**src/rtl/tpu_fp_pkg.sv**
```systemverilog
// Shared types and helpers for the accumulator-output float packing path.
package tpu_fp_pkg;

  // Rounding selection carried alongside each transaction.
  typedef enum logic {
    RND_RNE     = 1'b0,
    RND_HALF_UP = 1'b1
  } rnd_mode_e;

  // Per-lane exception/status bits.
  typedef struct packed {
    logic ovf;
    logic unf;
    logic inexact;
  } fp_flags_t;

  // Exponent bias for an exp_w-bit biased exponent field.
  function automatic int fp_bias(input int exp_w);
    return (32'sd1 << (exp_w - 32'sd1)) - 32'sd1;
  endfunction

endpackage

```
**src/rtl/fp_lzc.sv**
```systemverilog
// Combinational leading-zero counter with an all-zero indication.
module fp_lzc #(
  parameter int W = 16
) (
  input  logic [W-1:0]         i_data,
  output logic [$clog2(W):0]   o_cnt,
  output logic                 o_zero
);

  localparam int CW = $clog2(W) + 1;

  // Scan upward so the highest set bit is the last one to set the count.
  always_comb begin
    o_cnt = CW'(W);
    for (int i = 0; i < W; i++) begin
      if (i_data[i]) begin
        o_cnt = CW'(W - 1 - i);
      end else begin
        o_cnt = o_cnt;
      end
    end
  end

  assign o_zero = ~|i_data;

endmodule

```
**src/rtl/fp_normalize_pipe.sv**
```systemverilog
// Two-stage per-lane normaliser / rounder / packer for MAC accumulator outputs.
// Stage 1 normalises (LZC + shift + exponent adjust); stage 2 rounds, handles
// carry-out, saturates/flushes and packs into the output register bank.
module fp_normalize_pipe
  import tpu_fp_pkg::*;
#(
  parameter int LANES = 4,
  parameter int EXP_W = 8,
  parameter int MAN_W = 7,
  parameter int RAW_W = 16
) (
  input  logic                           clk,
  input  logic                           rst_n,
  input  logic                           in_valid,
  output logic                           in_ready,
  input  logic                           in_rnd_mode,
  input  logic [LANES-1:0]               in_sign,
  input  logic [LANES*(EXP_W+1)-1:0]     in_exp,
  input  logic [LANES*RAW_W-1:0]         in_mant,
  output logic                           out_valid,
  input  logic                           out_ready,
  output logic [LANES*(1+EXP_W+MAN_W)-1:0] out_data,
  output logic [LANES-1:0]               out_ovf,
  output logic [LANES-1:0]               out_unf,
  output logic [LANES-1:0]               out_inexact,
  output logic [2:0]                     sticky_flags
);

  localparam int EI_W   = EXP_W + 1;          // input exponent width
  localparam int E_W    = EXP_W + 3;          // signed working exponent width
  localparam int CW     = $clog2(RAW_W) + 1;  // LZC count width
  localparam int FRAC_W = RAW_W - 1;          // bits below the leading one
  localparam int OUT_W  = 1 + EXP_W + MAN_W;

  localparam logic signed [E_W-1:0] E_MAX  = E_W'((1 << EXP_W) - 1);
  localparam logic signed [E_W-1:0] E_ZERO = E_W'(0);

  // Handshake control
  logic r_s1_valid;
  logic r_out_valid;
  logic w_s2_en;
  logic w_s1_en;
  logic w_s1_load;
  logic w_s2_load;

  assign w_s2_en   = !r_out_valid || out_ready;
  assign w_s1_en   = !r_s1_valid || w_s2_en;
  assign w_s1_load = in_valid && w_s1_en;
  assign w_s2_load = r_s1_valid && w_s2_en;
  assign in_ready  = w_s1_en;

  // Stage-1 register bank
  rnd_mode_e                         r_s1_rnd;
  logic [LANES-1:0]                  r_s1_sign;
  logic [LANES-1:0]                  r_s1_zero;
  logic [LANES-1:0][FRAC_W-1:0]      r_s1_frac;
  logic [LANES-1:0][E_W-1:0]         r_s1_e;

  // Stage-1 combinational results per lane
  logic [LANES-1:0]                  w_zero_all;
  logic [LANES-1:0][FRAC_W-1:0]      w_frac_all;
  logic [LANES-1:0][E_W-1:0]         w_e_all;

  // Stage-2 combinational results per lane
  logic [LANES-1:0][OUT_W-1:0]       w_pack_all;
  logic [LANES-1:0]                  w_ovf_all;
  logic [LANES-1:0]                  w_unf_all;
  logic [LANES-1:0]                  w_inex_all;

  // Output register bank
  logic [LANES*OUT_W-1:0]            r_out_data;
  logic [LANES-1:0]                  r_out_ovf;
  logic [LANES-1:0]                  r_out_unf;
  logic [LANES-1:0]                  r_out_inex;
  logic [2:0]                        r_sticky;

  for (genvar l = 0; l < LANES; l++) begin : g_lane
    logic [RAW_W-1:0]        w_mant;
    logic [EI_W-1:0]         w_exp;
    logic [CW-1:0]           w_lzc;
    logic                    w_zero;

    logic [MAN_W-1:0]        w_kept;
    logic                    w_guard;
    logic                    w_sticky;
    logic                    w_inc;
    logic [MAN_W:0]          w_sum;
    logic [MAN_W-1:0]        w_man;
    logic signed [E_W-1:0]   w_er;
    logic [OUT_W-1:0]        w_pack;
    fp_flags_t               w_flg;

    assign w_mant = in_mant[l*RAW_W +: RAW_W];
    assign w_exp  = in_exp[l*EI_W +: EI_W];

    fp_lzc #(.W(RAW_W)) u_lzc (
      .i_data (w_mant),
      .o_cnt  (w_lzc),
      .o_zero (w_zero)
    );

    // Leading one moves to the implicit position; only the bits below it are kept.
    // Exponent = in_exp + (p - (RAW_W-2)) with p = RAW_W-1-lzc, i.e. in_exp + 1 - lzc.
    assign w_frac_all[l] = FRAC_W'(w_mant << w_lzc);
    assign w_e_all[l]    = {2'b00, w_exp} + E_W'(1) - {{(E_W-CW){1'b0}}, w_lzc};
    assign w_zero_all[l] = w_zero;

    assign w_kept   = r_s1_frac[l][FRAC_W-1 -: MAN_W];
    assign w_guard  = r_s1_frac[l][FRAC_W-1-MAN_W];
    assign w_sticky = |r_s1_frac[l][FRAC_W-2-MAN_W:0];

    // Round-increment decision for the selected rounding mode.
    always_comb begin
      w_inc = 1'b0;
      case (r_s1_rnd)
        RND_RNE:     w_inc = w_guard && (w_sticky || w_kept[0]);
        RND_HALF_UP: w_inc = w_guard;
        default:     w_inc = 1'b0;
      endcase
    end

    assign w_sum = {1'b0, w_kept} + {{MAN_W{1'b0}}, w_inc};

    // Carry-out renormalisation followed by saturation / flush / pack.
    always_comb begin
      w_man  = w_sum[MAN_W-1:0];
      w_er   = $signed(r_s1_e[l]);
      w_pack = '0;
      w_flg  = '0;
      if (w_sum[MAN_W]) begin
        w_man = '0;
        w_er  = $signed(r_s1_e[l]) + $signed(E_W'(1));
      end else begin
        w_man = w_sum[MAN_W-1:0];
        w_er  = $signed(r_s1_e[l]);
      end
      if (r_s1_zero[l]) begin
        w_pack = {r_s1_sign[l], {(OUT_W-1){1'b0}}};
        w_flg  = '0;
      end else if (w_er >= E_MAX) begin
        w_pack = {r_s1_sign[l], {EXP_W{1'b1}}, {MAN_W{1'b0}}};
        w_flg  = '{ovf: 1'b1, unf: 1'b0, inexact: 1'b1};
      end else if (w_er <= E_ZERO) begin
        w_pack = {r_s1_sign[l], {(OUT_W-1){1'b0}}};
        w_flg  = '{ovf: 1'b0, unf: 1'b1, inexact: 1'b1};
      end else begin
        w_pack = {r_s1_sign[l], w_er[EXP_W-1:0], w_man};
        w_flg  = '{ovf: 1'b0, unf: 1'b0, inexact: w_guard | w_sticky};
      end
    end

    assign w_pack_all[l] = w_pack;
    assign w_ovf_all[l]  = w_flg.ovf;
    assign w_unf_all[l]  = w_flg.unf;
    assign w_inex_all[l] = w_flg.inexact;
  end

  // Stage-1 occupancy: refills (or empties) whenever the stage may move.
  always_ff @(posedge clk or negedge rst_n) begin
    if (!rst_n) begin
      r_s1_valid <= 1'b0;
    end else if (w_s1_en) begin
      r_s1_valid <= in_valid;
    end
  end

  // Stage-1 payload captured on input handshake, rounding mode travels with it.
  always_ff @(posedge clk or negedge rst_n) begin
    if (!rst_n) begin
      r_s1_rnd  <= RND_RNE;
      r_s1_sign <= '0;
      r_s1_zero <= '0;
      r_s1_frac <= '0;
      r_s1_e    <= '0;
    end else if (w_s1_load) begin
      r_s1_rnd  <= rnd_mode_e'(in_rnd_mode);
      r_s1_sign <= in_sign;
      r_s1_zero <= w_zero_all;
      r_s1_frac <= w_frac_all;
      r_s1_e    <= w_e_all;
    end
  end

  // Output occupancy: held while downstream stalls.
  always_ff @(posedge clk or negedge rst_n) begin
    if (!rst_n) begin
      r_out_valid <= 1'b0;
    end else if (w_s2_en) begin
      r_out_valid <= r_s1_valid;
    end
  end

  // Output payload loaded only when a stage-1 result moves forward.
  always_ff @(posedge clk or negedge rst_n) begin
    if (!rst_n) begin
      r_out_data <= '0;
      r_out_ovf  <= '0;
      r_out_unf  <= '0;
      r_out_inex <= '0;
    end else if (w_s2_load) begin
      r_out_data <= w_pack_all;
      r_out_ovf  <= w_ovf_all;
      r_out_unf  <= w_unf_all;
      r_out_inex <= w_inex_all;
    end
  end

  // Sticky status accumulates only results actually delivered downstream.
  always_ff @(posedge clk or negedge rst_n) begin
    if (!rst_n) begin
      r_sticky <= 3'b000;
    end else if (r_out_valid && out_ready) begin
      r_sticky <= r_sticky | {|r_out_ovf, |r_out_unf, |r_out_inex};
    end
  end

  assign out_valid    = r_out_valid;
  assign out_data     = r_out_data;
  assign out_ovf      = r_out_ovf;
  assign out_unf      = r_out_unf;
  assign out_inexact  = r_out_inex;
  assign sticky_flags = r_sticky;

endmodule

```
**config.mk**
```make
export PLATFORM = sky130hd
export DESIGN_NAME = fp_normalize_pipe
export DESIGN_NICKNAME = d
export VERILOG_FILES = /design/src/rtl/tpu_fp_pkg.sv /design/src/rtl/fp_lzc.sv /design/src/rtl/fp_normalize_pipe.sv
export SDC_FILE = /design/constraint.sdc
export NUM_CORES = 1
export LEC_CHECK = 0
export CAP_MARGIN = 20
export CORE_UTILIZATION = 45
export CTS_CLUSTER_DIAMETER = 50
export DETAILED_ROUTE_END_ITERATION = 8
export PLACE_DENSITY = 0.7
export SYNTH_ARGS = -nofsm -noshare
export SYNTH_HDL_FRONTEND = slang
export SYNTH_SLANG_ARGS = --single-unit
```
**constraint.sdc**
```tcl
create_clock -name clk -period 3.1 [get_ports clk]
set_input_delay 0.62 -clock clk [delete_from_list [all_inputs] [get_ports clk]]
set_output_delay 0.62 -clock clk [all_outputs]
set_load 0.01 [all_outputs]
```
==> impl_metrics.ini, run 1 <==
[sta]
tns_ns = -0.004069
fin_crit_ns = 3.104
slew_viol_final = 0
whs_ns = 0.1640
hold_viol = 0
max_freq_ghz = 0.3222
fin_crit_sh = 1.001
rsz0062_at_grt = true
fin_ws_ns = -0.004069
finalSetupViolCount = 1
finClkSkew_ns = 0.01424
maxSlewHeadroom = 0.6143
worstMarginPinSlew_ns = 0.5695

[logic_synthesis]
yosysSeqAreaShare = 0.3450
synth_cell_types = 100
netlist_instances = 1658
syn_area_per_cell_sq_um = 8.487
syn-num-nets = 1839
synth_edf_count = 0
ys_ff_latch = 194
synth_flop_cell = dfrtp_1
yosys_warnings = 0
syn_area_sq_um = 14070
async_flop_share = 1.000

[setup_path]
worstSetupEndpointType = flip-flop
crit_fanout = 2
cp_data_arrival_time_ns = 3.42
critical_path_class = primary input to flip-flop
setup.worst_path.start = in_mant[19]
critical_path_required_ns = 3.41
r2r_start = r_s1_frac[32]
start_kind = primary input

[final_layout]
nNetsFinal = 2261
layout_common_cells = 282 x buf_4, 261 x nand2_1, 194 x dfrtp_1, 124 x clkdlybuf4s50_1, 101 x o21ai_0
finalNonFillerCells = 2491
final_common_cell = buf_4
drive_above_1_share = 0.2738
syn_to_final_growth_pct = 41.01

[power]
p_total_mw = 9.473
switchingPower_mw = 3.448
irDropWorstVdd_uv = 383.2
p_leak_nw = 8.872
pwr-share-seq = 0.390
clkPwrFrac = 0.232
power_switching_share = 0.3640
p_int_mw = 6.025
p_per_area_nw_per_um2 = 477.4
combPwrFrac = 0.378

[clock_network]
path_clk_slew_ns = 0.07
cts_buffers = 17
htree_levels = 4
clk_path_buf_depth = 2
clock_latency_ns = 0.44
cts_root_buf = clkbuf_16
cts.sinks = 194
cts_tree = built

[floorplan]
die-area_sq_um = 31980
pin_count = 190
die_y_um = 178.8
initial_core_util = 0.4588
fp-row-count = 64
core_area_sq_um = 30670
dieWidth_um = 178.8

[min_path]
hold_path.class = primary input to async pin

[place]
dpl.cell_count = 2414
dp_slack_ns = -0.9750
hpwl_mm = 32.03
gp_congestion = 0.9267
port_buffers = 189

[grt]
grt-busiest-layer = met2
grt_pass1_wl_mm = 68.68
first_global_vias = 13720
track_usage = 0.2671
grt_max_degree = 89
antenna_found_initial = 2
grtUsageMet1 = 0.3427
grt_overflow_total = 0
use_met3 = 0.03647
use_met2 = 0.4633

[run]
maxCapViolations = 0

[status]
violations = setup timing
status = complete, but fails checks

[drt]
drt-total-wl_mm = 42.28
via_per_inst = 5.632
wl_per_cell_um = 16.97
drt-initial-drc-count = 932
vias = 14030
drc = 0
ant_nets = 0
drtPass1Iterations = 5
==> power by group through the flow <==
| stage | clock, mW | sequential, mW | combinational, mW |
|---|---|---|---|
| global route | 2.33 | 3.77 | 3.95 |
| global placement | 0 | 3.70 | 3.32 |
| detailed placement | 0 | 3.72 | 3.38 |
| finish | 2.19 | 3.69 | 3.58 |
| CTS | 2.22 | 3.68 | 3.46 |
| floorplan | 0 | 3.59 | 1.85 |
==> synthesized netlist by cell type (all sizes together) (6+ instances only) <==
library cell	instances	area share
a211oi	15	0.0084
a21o	15	0.0081
a21oi	78	0.028
a221o	13	0.0097
a221oi	9	0.0056
a22o	34	0.021
a22oi	10	0.0053
a31oi	12	0.0058
and2	18	0.0082
and3	23	0.010
and4	7	0.0049
buf	28	0.010
clkbuf	55	0.015
dfrtp	194	0.34
ha	68	0.060
inv	75	0.020
mux2	8	0.0064
mux2i	60	0.043
nand2	267	0.072
nand2b	14	0.0068
nand3	63	0.023
nand4	19	0.0089
nor2	99	0.027
nor2b	12	0.0053
nor3	37	0.015
nor4	38	0.020
o211ai	21	0.011
o21ai	125	0.046
o21bai	21	0.011
o22ai	6	0.0027
o31a	7	0.0044
o31ai	22	0.012
o41ai	8	0.0076
or2	10	0.0046
or3	10	0.0044
or4	6	0.0035
xnor2	56	0.035
xor2	23	0.014
==> through the flow <==
| step | cell area [sq um] | utilization |
|---|---|---|
| final | 19840 | 0.6470 |
| after global routing | 19840 | 0.6468 |
| after CTS | 19430 | 0.6335 |
| after detailed placement | 18390 | 0.5997 |
| after global placement | 18390 | 0.5997 |
| after floorplan | 14460 | - |
==> cell families (layout without fill, tap and decap cells) <==
kind of cell / after synthesis / in the layout / synth area share
compound gates: 443 / 443 / 0.2170
xor+xnor: 79 / 79 / 0.04917
fa+ha+maj: 72 / 72 / 0.06615
buf+inv: 158 / 593 / 0.04534
flops: 194 / 194 / 0.3450
mux: 70 / 70 / 0.05228
other cells: 0 / 2 / 0
simple gates: 642 / 642 / 0.2250
==> metal layers <==
layer / wire (um) / part of all wire / vias to the layer above
met1: 18590 / 0.44 / 6765
met2: 20960 / 0.50 / 322
met4: 1032 / 0.024 / 0
met5: 0 / 0 / -
li1: - / - / 6880
met3: 1690 / 0.040 / 63
==> flip-flops by register name (all words and copies together) (netlist names) <==
register        flops
r_s1_zero           4
g_lane.w_kept      28
r_s1_e             44
out_ovf             4
r_s1_frac          28
out_unf             4
r_s1_rnd            1
out_data           64
g_lane.w_guard      4
r_s1_valid          1
out_inexact         4
sticky_flags        3
out_valid           1
r_s1_sign           4
==> timing repair <==
item / CTS / global route
hold endpoints to repair: 0 / 0
pin swaps: 74 / 107
setup endpoints to repair: 31 / 70
buffers inserted: 29 / 15
gates cloned: 0 / 0
gates resized for setup: 155 / 137
hold buffers: 0 / 0
==> layout make-up <==
| cell class | count | area, sq um |
|---|---|---|
| inverter | 75 | 289.0 |
| tap | 396 | 495.5 |
| sequential | 194 | 4855 |
| clock buffer | 18 | 429.2 |
| antenna | 2 | 5.005 |
| multi-input combinational | 1306 | 9527 |
| clock inverter | 14 | 140.1 |
| fill | 2585 | 10830 |
| timing repair buffer | 486 | 4103 |
==> final timing paths <==
check / endpoint / slack, ns / cells after the start
worst min register to register: r_s1_zero[0] / 0.48 / 2
max in group asynchronous: out_data[38] / 2.16 / 2
worst max register to register: out_inexact[2] / 0.13 / 13
worst min-delay path: r_s1_e[19] / 0.16 / 1
min in group clk: r_s1_zero[0] / 0.48 / 2
worst max-delay path: r_s1_e[20] / -0.004 / 17
==> worst max-delay path: stages <==
cell      delay (ns)
buf_6           0.09
o311a_4         0.37
nor4_4          0.32
o31ai_4         0.11
inv_2           0.10
ha_4            0.14
inv_4           0.03
ha_4            0.15
fa_2            0.34
a21o_1          0.19
a21o_1          0.18
a21o_1          0.16
a21o_1          0.18
a21oi_2         0.12
o21bai_1        0.09
xnor2_1         0.15
o21ai_1         0.07
No activity file was read; power rests on OpenSTA's default activity.
==> run 2: changes to the inputs <==
CTS_BUF_LIST = sky130_fd_sc_hd__clkbuf_16   (was default)
==> run 2 against run 1 <==
The run still ends with setup timing left. Clock-buffer cell count down 1. Worst hold slack about the same. Sequential cell count unchanged. Core utilization unchanged. Non-clock buffer count unchanged. Critical path type unchanged. Largest cell class unchanged.
==> impl_metrics.ini, run 2 (synthesis results as in run 1) <==
[sta]
max_freq_ghz = 0.3222
worstMarginPinSlew_ns = 0.5695
maxSlewHeadroom = 0.6143
fin_ws_ns = -0.004008
whs_ns = 0.1640
slew_viol_final = 0
tns_ns = -0.004008
finalSetupViolCount = 1
rsz0062_at_grt = true
hold_viol = 0
finClkSkew_ns = 0.01461
fin_crit_ns = 3.104
fin_crit_sh = 1.001

[status]
status = complete, but fails checks
violations = setup timing

[power]
p_per_area_nw_per_um2 = 477.3
power_switching_share = 0.3641
p_leak_nw = 8.876
p_total_mw = 9.471
switchingPower_mw = 3.449
irDropWorstVdd_uv = 383.3
clkPwrFrac = 0.231
p_int_mw = 6.022
combPwrFrac = 0.379
pwr-share-seq = 0.390

[final_layout]
multi_input_area_sq_um = 9527
finalInstanceArea_sq_um = 19840
regArea_sq_um = 4855
layout_common_cells = 282 x buf_4, 261 x nand2_1, 194 x dfrtp_1, 124 x clkdlybuf4s50_1, 101 x o21ai_0
syn_to_final_growth_pct = 41.01
largest_register_ffs = 64
drive_above_1_share = 0.2738
nNetsFinal = 2261
fillers = 2585
final_common_cell = buf_4

[grt]
first_global_vias = 13720
track_usage = 0.2671
grt_max_degree = 89
use_met3 = 0.03647
antenna_found_initial = 2
grtUsageMet1 = 0.3427
use_met2 = 0.4633
grt-busiest-layer = met2
grt_pass1_wl_mm = 68.68
grt_overflow_total = 0

[floorplan]
dieWidth_um = 178.8
core_area_sq_um = 30670
fp-row-count = 64
die-area_sq_um = 31980
initial_core_util = 0.4588
die_y_um = 178.8
pin_count = 190

[drt]
drc = 0
drt-total-wl_mm = 42.28
vias = 14030
ant_nets = 0
via_per_inst = 5.631
wl_per_cell_um = 16.97
drtPass1Iterations = 5
drt-initial-drc-count = 932

[setup_path]
crit_fanout = 2
worstSetupEndpointType = flip-flop
critical_path_class = primary input to flip-flop
cp_data_arrival_time_ns = 3.42
critical_path_required_ns = 3.41
start_kind = primary input

[clock_network]
cts_tree = built
htree_levels = 4
clock_latency_ns = 0.44
clk_path_buf_depth = 2
cts.sinks = 194
cts_root_buf = clkbuf_16
cts_buffers = 17
cts_hold_buf = 0
path_clk_slew_ns = 0.07

[place]
dp_slack_ns = -0.9750
hpwl_mm = 32.03
placedInstanceArea_sq_um = 18390
port_buffers = 189
gp_congestion = 0.9267

[min_path]
hold_path.class = primary input to async pin

[run]
maxCapViolations = 0
run 2: cell count changes in the layout (fill, tap and decap cells not counted):
cell,before,now
clkbuf_1,1,0
inv_1,58,59
run 2: layout make-up:
type | instances | share of cell area
tap | 396 | 0.02497
clock buffer | 17 | 0.02144
inverter | 75 | 0.01457
sequential | 194 | 0.2447
clock inverter | 15 | 0.007251
timing repair buffer | 486 | 0.2068
antenna | 2 | 0.0002522
multi-input combinational | 1306 | 0.4801
run 2: critical path, cell delays in order:
cell,delay (ns)
buf_6,0.09
o311a_4,0.37
nor4_4,0.32
o31ai_4,0.11
inv_2,0.10
ha_4,0.14
inv_4,0.03
ha_4,0.15
fa_2,0.34
a21o_1,0.19
a21o_1,0.18
a21o_1,0.16
a21o_1,0.18
a21oi_2,0.12
o21bai_1,0.09
xnor2_1,0.15
o21ai_1,0.07
run 2: layer usage:
metal,part of all wire,vias up
met5,0,-
met4,0.024,0
met3,0.040,63
met2,0.50,320
met1,0.44,6764
li1,-,6880
run 2: timing repair:
action | CTS | global route
pin swaps | 74 | 107
gates resized for setup | 155 | 137
setup buffers | 29 | 15
endpoints found under the setup margin | 31 | 70
run 2: path summary, 6_finish.rpt:
path / startpoint / endpoint / slack [ns] / depth (start not counted)
setup reg to reg: r_s1_frac[32] / out_inexact[2] / 0.13 / 13
hold reg to reg: r_s1_zero[0] / r_s1_zero[0] / 0.48 / 2
max in group asynchronous: rst_n / out_data[38] / 2.16 / 2
min in group clk: r_s1_zero[0] / r_s1_zero[0] / 0.48 / 2
hold / removal: rst_n / r_s1_e[19] / 0.16 / 1
setup / recovery: in_mant[19] / r_s1_e[20] / -0.004 / 17
run 2: metrics by stage:
| step | utilization | cells |
|---|---|---|
| 2_1_floorplan | - | 1658 |
| 3_3_place_gp | 0.5997 | 2414 |
| 3_5_place_dp | 0.5997 | 2414 |
| 4_1_cts | 0.6335 | 2474 |
| 5_1_grt | 0.6468 | 2489 |
| 6_report | 0.6470 | 2491 |
run 2: power groups by stage:
stage          Combinational (mW)  Sequential [mW]  Clock (mW)
2_1_floorplan                1.85             3.59           0
3_3_place_gp                 3.32             3.70           0
3_5_place_dp                 3.38             3.72           0
4_1_cts                      3.46             3.68        2.22
5_1_grt                      3.95             3.77        2.33
6_report                     3.58             3.69        2.19
